<file path="src/rtl/reg_port_arbiter_pkg.sv">
// Shared types and constants for the A/B/C register-port arbiter.
// Register-select encodings are shared with the register block.
package reg_port_arbiter_pkg;

  localparam int unsigned N_REQ_DEF  = 3;
  localparam int unsigned DATA_W_DEF = 19;
  localparam int unsigned SEL_W_DEF  = 2;

  localparam logic [SEL_W_DEF-1:0] LOAD_REG_A = 2'b00;
  localparam logic [SEL_W_DEF-1:0] LOAD_REG_B = 2'b01;
  localparam logic [SEL_W_DEF-1:0] LOAD_REG_C = 2'b10;

  typedef enum logic [1:0] {
    IDLE,
    ISSUE,
    CAPTURE,
    RESP
  } arb_state_t;

  // Takes a zero-extended select so callers with any SEL_W can share it.
  function automatic logic sel_valid(input int unsigned sel);
    return (sel == 32'(LOAD_REG_A)) ||
           (sel == 32'(LOAD_REG_B)) ||
           (sel == 32'(LOAD_REG_C));
  endfunction

endpackage

</file>
<file path="src/rtl/reg_port_arbiter_rr_arbiter.sv">
// Combinational round-robin pick: one-hot winner starting at ptr_i,
// plus the pointer value that follows that winner.
module reg_port_arbiter_rr_arbiter #(
  parameter int unsigned N_REQ = 3,
  parameter int unsigned PTR_W = 2
) (
  input  logic [N_REQ-1:0] req_i,
  input  logic [PTR_W-1:0] ptr_i,
  output logic [N_REQ-1:0] gnt_o,
  output logic [PTR_W-1:0] win_o,
  output logic             any_o,
  output logic [PTR_W-1:0] next_ptr_o
);

  // One extra bit so ptr + offset never wraps before the modulo fold.
  logic [PTR_W:0] sum;

  always_comb begin
    gnt_o = '0;
    win_o = '0;
    any_o = 1'b0;
    sum   = '0;
    for (int k = 0; k < int'(N_REQ); k++) begin
      sum = {1'b0, ptr_i} + (PTR_W+1)'(k);
      if (sum >= (PTR_W+1)'(N_REQ)) begin
        sum = sum - (PTR_W+1)'(N_REQ);
      end
      if (!any_o && req_i[sum[PTR_W-1:0]]) begin
        any_o                  = 1'b1;
        gnt_o[sum[PTR_W-1:0]]  = 1'b1;
        win_o                  = sum[PTR_W-1:0];
      end
    end
  end

  assign next_ptr_o = ((32'(win_o) + 32'd1) >= N_REQ) ? '0 : win_o + PTR_W'(1);

endmodule

</file>
<file path="src/rtl/reg_port_arbiter.sv">
// Round-robin arbiter for the single-ported A/B/C register block.
// Optional requester lock for atomic read-modify-write: define REG_ARB_LOCK_EN.
//
//   state   | meaning
//   IDLE    | waiting for a request; GNT driven combinationally
//   ISSUE   | select/data on the block; LOAD_REG pulses for valid writes
//   CAPTURE | read select held; REG_DATA_OUT sampled into RDATA
//   RESP    | ACK pulse to the granted requester with ERR/RDATA
module reg_port_arbiter
  import reg_port_arbiter_pkg::*;
#(
  parameter int unsigned N_REQ  = N_REQ_DEF,
  parameter int unsigned DATA_W = DATA_W_DEF,
  parameter int unsigned SEL_W  = SEL_W_DEF
) (
  input  logic                      CLK,
  input  logic                      RST_N,
  input  logic [N_REQ-1:0]          REQ,
  input  logic [N_REQ-1:0]          REQ_WR,
  input  logic [N_REQ*SEL_W-1:0]    REQ_SEL,
  input  logic [N_REQ*DATA_W-1:0]   REQ_WDATA,
`ifdef REG_ARB_LOCK_EN
  input  logic [N_REQ-1:0]          REQ_LOCK,
`endif
  output logic [N_REQ-1:0]          GNT,
  output logic [N_REQ-1:0]          ACK,
  output logic                      ERR,
  output logic [DATA_W-1:0]         RDATA,
  output logic                      LOAD_REG,
  output logic [SEL_W-1:0]          LOAD_SELECT,
  output logic [DATA_W-1:0]         REG_DATA_IN,
  input  logic [DATA_W-1:0]         REG_DATA_OUT
);

  localparam int unsigned PTR_W = (N_REQ > 1) ? $clog2(N_REQ) : 1;

  arb_state_t          state_q, state_d;
  logic [PTR_W-1:0]    ptr_q, ptr_d;
  logic [PTR_W-1:0]    win_q, win_d;
  logic                wr_q, wr_d;
  logic                sel_ok_q, sel_ok_d;
  logic                err_q, err_d;
  logic [N_REQ-1:0]    ack_q, ack_d;
  logic [DATA_W-1:0]   rdata_q, rdata_d;
  logic [SEL_W-1:0]    lsel_q, lsel_d;
  logic [DATA_W-1:0]   ldata_q, ldata_d;
  logic                load_reg;

  logic [N_REQ-1:0]    arb_req;
  logic [N_REQ-1:0]    arb_gnt;
  logic [PTR_W-1:0]    arb_win;
  logic                arb_any;
  logic [PTR_W-1:0]    arb_next;

  logic                g_wr;
  logic [SEL_W-1:0]    g_sel;
  logic [DATA_W-1:0]   g_wdata;
  logic                g_sel_ok;
  logic [N_REQ-1:0]    win_onehot;

  assign win_onehot = N_REQ'(1) << win_q;

`ifdef REG_ARB_LOCK_EN
  logic lock_q, lock_d;
  logic lk_q, lk_d;

  // While locked, win_q still names the owner: nobody else can be granted.
  assign arb_req = lock_q ? (REQ & win_onehot) : REQ;
`else
  assign arb_req = REQ;
`endif

  reg_port_arbiter_rr_arbiter #(
    .N_REQ (N_REQ),
    .PTR_W (PTR_W)
  ) u_rr (
    .req_i      (arb_req),
    .ptr_i      (ptr_q),
    .gnt_o      (arb_gnt),
    .win_o      (arb_win),
    .any_o      (arb_any),
    .next_ptr_o (arb_next)
  );

  always_comb begin
    g_wr    = 1'b0;
    g_sel   = '0;
    g_wdata = '0;
    for (int i = 0; i < int'(N_REQ); i++) begin
      if (arb_gnt[i]) begin
        g_wr    = REQ_WR[i];
        g_sel   = REQ_SEL[i*SEL_W +: SEL_W];
        g_wdata = REQ_WDATA[i*DATA_W +: DATA_W];
      end
    end
  end

  assign g_sel_ok = sel_valid(32'(g_sel));

  always_comb begin
    state_d  = state_q;
    ptr_d    = ptr_q;
    win_d    = win_q;
    wr_d     = wr_q;
    sel_ok_d = sel_ok_q;
    err_d    = err_q;
    ack_d    = '0;
    rdata_d  = rdata_q;
    lsel_d   = lsel_q;
    ldata_d  = ldata_q;
    load_reg = 1'b0;
`ifdef REG_ARB_LOCK_EN
    lock_d   = lock_q;
    lk_d     = lk_q;
`endif

    unique case (state_q)
      IDLE: begin
        if (arb_any) begin
          win_d    = arb_win;
          wr_d     = g_wr;
          sel_ok_d = g_sel_ok;
          err_d    = 1'b0;
          ptr_d    = arb_next;
          state_d  = ISSUE;
          if (g_sel_ok) begin
            lsel_d  = g_sel;
            ldata_d = g_wdata;
          end
`ifdef REG_ARB_LOCK_EN
          lk_d = REQ_LOCK[arb_win];
          if (REQ_LOCK[arb_win]) begin
            ptr_d = ptr_q;
          end
`endif
        end
      end
      ISSUE: begin
        if (!sel_ok_q) begin
          err_d   = 1'b1;
          ack_d   = win_onehot;
          state_d = RESP;
        end else if (wr_q) begin
          load_reg = 1'b1;
          ack_d    = win_onehot;
          state_d  = RESP;
        end else begin
          state_d = CAPTURE;
        end
      end
      CAPTURE: begin
        rdata_d = REG_DATA_OUT;
        ack_d   = win_onehot;
        state_d = RESP;
      end
      RESP: begin
        state_d = IDLE;
`ifdef REG_ARB_LOCK_EN
        lock_d = lk_q;
`endif
      end
      default: state_d = IDLE;
    endcase
  end

  always_ff @(posedge CLK or negedge RST_N) begin
    if (!RST_N) begin
      state_q  <= IDLE;
      ptr_q    <= '0;
      win_q    <= '0;
      wr_q     <= 1'b0;
      sel_ok_q <= 1'b0;
      err_q    <= 1'b0;
      ack_q    <= '0;
      rdata_q  <= '0;
      lsel_q   <= '0;
      ldata_q  <= '0;
    end else begin
      state_q  <= state_d;
      ptr_q    <= ptr_d;
      win_q    <= win_d;
      wr_q     <= wr_d;
      sel_ok_q <= sel_ok_d;
      err_q    <= err_d;
      ack_q    <= ack_d;
      rdata_q  <= rdata_d;
      lsel_q   <= lsel_d;
      ldata_q  <= ldata_d;
    end
  end

`ifdef REG_ARB_LOCK_EN
  always_ff @(posedge CLK or negedge RST_N) begin
    if (!RST_N) begin
      lock_q <= 1'b0;
      lk_q   <= 1'b0;
    end else begin
      lock_q <= lock_d;
      lk_q   <= lk_d;
    end
  end
`endif

  // Gated by RST_N so a request held through reset never shows a grant.
  assign GNT         = (state_q == IDLE && RST_N) ? arb_gnt : '0;
  assign ACK         = ack_q;
  assign ERR         = err_q;
  assign RDATA       = rdata_q;
  assign LOAD_REG    = load_reg;
  assign LOAD_SELECT = lsel_q;
  assign REG_DATA_IN = ldata_q;

endmodule

</file>
<file path="config.mk">
export PLATFORM = sky130hd
export DESIGN_NAME = reg_port_arbiter
export DESIGN_NICKNAME = d
export VERILOG_FILES = /design/src/rtl/reg_port_arbiter_pkg.sv /design/src/rtl/reg_port_arbiter_rr_arbiter.sv /design/src/rtl/reg_port_arbiter.sv
export SDC_FILE = /design/constraint.sdc
export NUM_CORES = 1
export LEC_CHECK = 0
export CAP_MARGIN = 40
export CORE_UTILIZATION = 30
export DETAILED_ROUTE_END_ITERATION = 12
export PLACE_DENSITY = 0.58
export SYNTH_ARGS = -nofsm -noshare
export SYNTH_HDL_FRONTEND = slang
export SYNTH_HIERARCHICAL = 1
export SYNTH_SLANG_ARGS = --single-unit
</file>
<file path="constraint.sdc">
create_clock -name CLK -period 4.4 [get_ports CLK]
set_input_delay 0.88 -clock CLK [delete_from_list [all_inputs] [get_ports CLK]]
set_output_delay 0.88 -clock CLK [all_outputs]
set_load 0.01 [all_outputs]
</file>
==> impl_metrics.env, run 1 <==
export IMPL_leakage_uw=0.001871
export IMPL_die_w_um=101.0
export IMPL_rr_startpoint="ptr_q[0]"
export IMPL_rsz0062_at_grt="false"
export IMPL_period_share_pct=96.63
export IMPL_cts_root_buf="clkbuf_8"
export IMPL_antenna_cells=0
export IMPL_syn_to_final_growth_pct=55.17
export IMPL_synth_compound_area_share_pct=17.88
export IMPL_muxShareOfSynthArea_pct=19.92
export IMPL_grt_max_degree=48
export IMPL_synthSimpleGateAreaFrac_pct=9.706
export IMPL_wl_per_cell_um=14.31
export IMPL_setup_viol_count_final=0
export IMPL_drt_pass1_iterations=4
export IMPL_reg2reg_slack_ps=860
export IMPL_path_buf_inv=2
export IMPL_path_class="in -> out"
export IMPL_synth_xor_area_share_pct=0
export IMPL_slew_headroom_pct=60.54
export IMPL_final_cell_mix="clkdlybuf4s50_1, dfrtp_1, nand2_1"
export IMPL_design_area_sq_um=4561
export IMPL_clock_sink_count=52
export IMPL_clk_latency_ps=300
export IMPL_synth_top_family_by_area="multiplexers"
export IMPL_grt_pass1_vias=2400
export IMPL_final_hold_viol_count=0
export IMPL_fin_crit_ps=4252
export IMPL_num_rows=35
export IMPL_clockBufferDepth=2
export IMPL_fin_ws_ps=148.3
export IMPL_drc_errors=0
export IMPL_synth_fa_ha_area_share_pct=2.980
export IMPL_cts_reportedPaths_clkPinSlew_ps=100
export IMPL_yosys_area_top_type="dfrtp_1"
export IMPL_die_h_um=101.0
export IMPL_hp_class="in -> async"
export IMPL_wirelength_um=7625
export IMPL_cp_end_kind="primary output"
export IMPL_yosysWarnings=6
export IMPL_outcome="complete, no violations"
export IMPL_hold_buffers=0
export IMPL_netlist_area_sq_um=2939
export IMPL_portBuffers=137
export IMPL_synthDominantCellAreaShare_pct=44.27
export IMPL_final_antenna_net_count=0
export IMPL_final_setup_tns_ps=0
export IMPL_grt_usage_pct=15.07
export IMPL_fin_skew_ps=6.685
export IMPL_cp_data_required_time_ps=3520
export IMPL_layout_drive_gt1_share_pct=17.08
export IMPL_postPlaceCellArea_sq_um=4449
export IMPL_critPathMaxFanout=9
export IMPL_synth_nets=367
export IMPL_synth_seq_area_share_pct=44.27
export IMPL_routed_via_density=4.629
export IMPL_cts_htree_levels=2
export IMPL_critPathSlowestCell="clkdlybuf4s50_1"
export IMPL_critPathTopFamily="buffers and inverters"
export IMPL_cts_buffers=5
export IMPL_post_cts_resize_count=0
export IMPL_grt_first_pass_wirelength_um=11800
export IMPL_gp_congestion=0.8426
export IMPL_layout_commonest_cell="clkdlybuf4s50_1"
export IMPL_synthDistinctLibCells=44
export IMPL_slowest_delay_ps=640
export IMPL_worstSetupStartpointType="primary input"
export IMPL_path_cells="clkdlybuf4s50_1 > nand2_1 > a2111oi_0 > a211oi_1 > a21oi_1 > and3_1 > clkdlybuf4s50_1"
export IMPL_ios=138
export IMPL_dieArea_sq_um=10200
export IMPL_worst_pin_slew_ps=592.0
export IMPL_vias=2467
export IMPL_grt_overflow=0
export IMPL_finalNetCount=500
export IMPL_dpl_hpwl_um=5931
export IMPL_fmax_mhz=235.2
export IMPL_core_sq_um=9371
export IMPL_peakVddDrop_uv=384.1
export IMPL_initial_core_util_pct=31.36
export IMPL_crit_top_cell="clkdlybuf4s50_1"
export IMPL_pre_cts_ws_ps=207.4
export IMPL_post_cts_buffers=0
export IMPL_synth_seq_cells=52
export IMPL_synth_avg_cell_area_sq_um=10.89
export IMPL_synthCells=270
export IMPL_maxCapViolCount=0
export IMPL_p_per_area_nw_per_um2=705.0
export IMPL_first_iter_violations=73
export IMPL_arrival_ps=3370
export IMPL_synth_area_leaders="dfrtp_1, mux2_4, mux2_2, a22oi_1, o21ai_0"
export IMPL_crit_path_start="REQ[1]"
export IMPL_maxSlewViolCount=0
export IMPL_grt_antenna_before_repair=0
export IMPL_cts_tree="yes"
[synth_stat cells]
| cell type | number |
|---|---|
| a21boi_0 | 1 |
| or3_1 | 1 |
| a21o_1 | 1 |
| a31oi_1 | 1 |
| o21a_2 | 1 |
| a211oi_1 | 3 |
| o211ai_1 | 1 |
| buf_4 | 3 |
| o31ai_1 | 3 |
| a21oi_2 | 1 |
| nand3b_1 | 2 |
| ha_1 | 7 |
| and2_1 | 2 |
| o22ai_1 | 1 |
| mux2_4 | 19 |
| nor3b_1 | 2 |
| clkbuf_1 | 9 |
| o22a_1 | 2 |
| a31o_2 | 2 |
| and3_1 | 4 |
| a31oi_4 | 1 |
| nand2_1 | 26 |
| a2111oi_0 | 1 |
| a2bb2oi_1 | 1 |
| a221o_1 | 1 |
| a31oi_2 | 1 |
| a221oi_1 | 2 |
| o21ai_0 | 24 |
| o21ba_2 | 1 |
| nand3_1 | 1 |
| buf_2 | 6 |
| a22oi_1 | 18 |
| nor2b_1 | 4 |
| nor3_1 | 2 |
| buf_6 | 3 |
| mux2i_1 | 3 |
| dfrtp_1 | 52 |
| mux2_2 | 24 |
| nor2_1 | 9 |
| and3b_1 | 1 |
| nand2b_1 | 5 |
| inv_1 | 9 |
| a21oi_1 | 8 |
| o32ai_1 | 1 |
[cell families (layout without fill, tap and decap cells)]
group | after synthesis | after routing
buf+inv | 30 | 164
flops | 52 | 52
mux | 46 | 46
fa+ha+maj | 7 | 7
compound gates | 76 | 76
simple gates | 59 | 59
[path summary, 6_finish.rpt]
kind | end | cells past startpoint
min in group CLK | ACK[2] | 1
worst max register to register | REG_DATA_IN[4] | 12
max in group asynchronous | RDATA[14] | 2
worst max-delay path | GNT[0] | 7
worst min-delay path | LOAD_SELECT[0] | 1
worst min register to register | ACK[2] | 1
[final cells by class]
type	count	area (sq um)
fillers	873	4811
well taps	129	161.4
clock inverters	3	42.54
clock buffers	5	68.82
multi-input cells	188	1484
repair buffers	147	1469
inverters	9	33.78
flip-flops and latches	52	1301
[sequential cells by signal, indices dropped and copies added, names as in the netlist]
register,flops
ERR,1
LOAD_SELECT,2
state_q,2
wr_q,1
sel_ok_q,1
RDATA,19
REG_DATA_IN,19
win_q,2
ACK,3
ptr_q,2
[per-stage QoR]
step                hold WS [ps]  total power [uW]  std cells  util, %
finish                     406.0              3215        533    48.66
global route               402.5              3466        533    48.66
CTS                        410.8              3255        533    48.66
detailed placement         470.4              2926        525    47.48
global placement           458.9              2842        523    47.02
floorplan                  439.8              2169        270        -
[power breakdown]
group / leakage (uW) / switching [uW] / internal (uW)
combinational: 0.00118 / 914 / 1150
clock: 0.0000541 / 157 / 168
sequential: 0.000640 / 125 / 706
[per-layer routing]
| layer | up-vias | wire (um) | track usage (%) |
|---|---|---|---|
| met4 | 0 | 80 | 4.125 |
| met1 | 1124 | 3339 | 18.54 |
| met5 | - | 0 | 0 |
| met3 | 7 | 664 | 5.132 |
| li1 | 1235 | - | - |
| met2 | 101 | 3539 | 25.13 |
(Power assumes the default switching activity.)
==> run 2, diff against run 1 <==
Settings changed: CTS_CLUSTER_SIZE set to 24, GPL_ROUTABILITY_DRIVEN set to 0.
==> results of run 2 <==
Same layout as run 1: the final DEF is identical, and so are final timing and power.
==> run 3, diff against run 2 <==
Settings changed: CORE_MARGIN set to 4.
==> impl_metrics.env, run 3 (synthesized netlist as in run 1, its figures left out) <==
export IMPL_num_rows=35
export IMPL_period_share_pct=94.02
export IMPL_cts_htree_levels=2
export IMPL_post_cts_buffers=0
export IMPL_final_instance_count_excl_fill=535
export IMPL_hold_buffers=0
export IMPL_clockBufferDepth=2
export IMPL_met3_length_um=778
export IMPL_postPlaceCellArea_sq_um=4457
export IMPL_wirelength_um=7838
export IMPL_placed_cells=527
export IMPL_post_cts_resize_count=0
export IMPL_nFillCells=924
export IMPL_ios=138
export IMPL_dieArea_sq_um=11440
export IMPL_routed_via_density=4.693
export IMPL_die_w_um=107.0
export IMPL_power_switching_uw=1191
export IMPL_dpl_hpwl_um=6352
export IMPL_critPathMaxFanout=9
export IMPL_initial_core_util_pct=31.36
export IMPL_wl_met2_um=3700
export IMPL_clk_latency_ps=300
export IMPL_maxCapViolCount=0
export IMPL_grt_max_degree=28
export IMPL_top_layer="met4"
export IMPL_outcome="complete, no violations"
export IMPL_portBuffers=137
export IMPL_cts_tree="yes"
export IMPL_pwr_share_clk_pct=8.8
export IMPL_reg2reg_depth=11
export IMPL_core_sq_um=9371
export IMPL_grt_pass1_vias=2483
export IMPL_worst_pin_slew_ps=510.5
export IMPL_maxSlewViolCount=0
export IMPL_die_h_um=107.0
export IMPL_power_internal_uw=1982
export IMPL_grt_overflow=0
export IMPL_p_sw_share_pct=37.53
export IMPL_antenna_cells=0
export IMPL_syn_to_final_growth_pct=54.92
export IMPL_drt_pass1_iterations=4
export IMPL_cts_reportedPaths_clkPinSlew_ps=90
export IMPL_grt_antenna_before_repair=0
export IMPL_first_iter_violations=160
export IMPL_cp_end_kind="primary output"
export IMPL_grt_usage_pct=13.20
export IMPL_pre_cts_ws_ps=252.7
export IMPL_setup_viol_count_final=0
export IMPL_path_class="in -> out"
export IMPL_peakVddDrop_uv=272.4
export IMPL_wl_per_cell_um=14.65
export IMPL_p_seq_share_pct=26.3
export IMPL_cts_root_buf="clkbuf_8"
export IMPL_arrival_ps=3260
export IMPL_vias=2511
export IMPL_finalNetCount=502
export IMPL_leakage_uw=0.001875
export IMPL_final_hold_viol_count=0
export IMPL_fin_skew_ps=7.491
export IMPL_design_area_sq_um=4553
export IMPL_wl_met1_um=3324
export IMPL_worstSetupStartpointType="primary input"
export IMPL_p_per_area_nw_per_um2=696.8
export IMPL_layout_commonest_cell="clkdlybuf4s50_1"
export IMPL_hp_class="in -> async"
export IMPL_final_cell_mix="clkdlybuf4s50_1, dfrtp_1, nand2_1"
export IMPL_cp_data_required_time_ps=3520
export IMPL_grt_first_pass_wirelength_um=12160
export IMPL_fin_crit_ps=4137
export IMPL_cts_buffers=5
export IMPL_fmax_mhz=241.7
export IMPL_layout_drive_gt1_share_pct=17.49
export IMPL_fin_ws_ps=263.1
export IMPL_final_antenna_net_count=0
export IMPL_slew_headroom_pct=65.97
export IMPL_final_setup_tns_ps=0
export IMPL_rsz0062_at_grt="false"
export IMPL_drc_errors=0
export IMPL_post_route_util_pct=48.58
export IMPL_combPwrFrac_pct=64.9
export IMPL_clock_sink_count=52
run 3: metrics by stage:
stage               hold slack, ps  power (uW)
floorplan                    439.8        2169
global placement             459.6        2862
global route                 480.5        3425
CTS                          469.3        3226
detailed placement           466.4        2937
finish                       462.6        3172
run 3: layer usage:
layer	vias up	GRT usage, %
met5	-	0
met4	0	2.192
met3	4	5.358
met2	106	22.44
met1	1157	15.95
li1	1244	-
run 3: critical path, stage by stage:
cell	delay [ps]
clkdlybuf4s50_1	640
nand2_1	140
o22a_1	220
or3_1	330
a31oi_2	280
and3_1	200
clkdlybuf4s50_1	570
run 3: worst paths after layout:
check                      startpoint              to  slack, ps
max in group asynchronous       RST_N  REG_DATA_IN[2]       3280
setup reg to reg             ptr_q[0]  REG_DATA_IN[1]        920
hold reg to reg              win_q[1]          ACK[1]        490
min in group CLK             win_q[1]          ACK[1]        490
hold / removal                  RST_N  REG_DATA_IN[5]        460
setup / recovery               REQ[1]          GNT[1]        260
run 3: layout make-up:
cell class / count / area (sq um) / area share (%)
Multi-Input combinational cell: 188 / 1484 / 32.59
Tap cell: 129 / 161.4 / 3.545
Timing Repair Buffer: 149 / 1476 / 32.43
Clock buffer: 6 / 82.58 / 1.814
Sequential cell: 52 / 1301 / 28.58
Inverter: 9 / 33.78 / 0.7420
Clock inverter: 2 / 13.76 / 0.3023
run 3: power groups by stage:
stage | combinational, uW | clock (uW) | sequential [uW]
finish | 2060 | 280 | 834
global route | 2250 | 311 | 869
CTS | 2100 | 293 | 838
detailed placement | 2100 | 0 | 840
global placement | 2020 | 0 | 837
floorplan | 1250 | 0 | 915
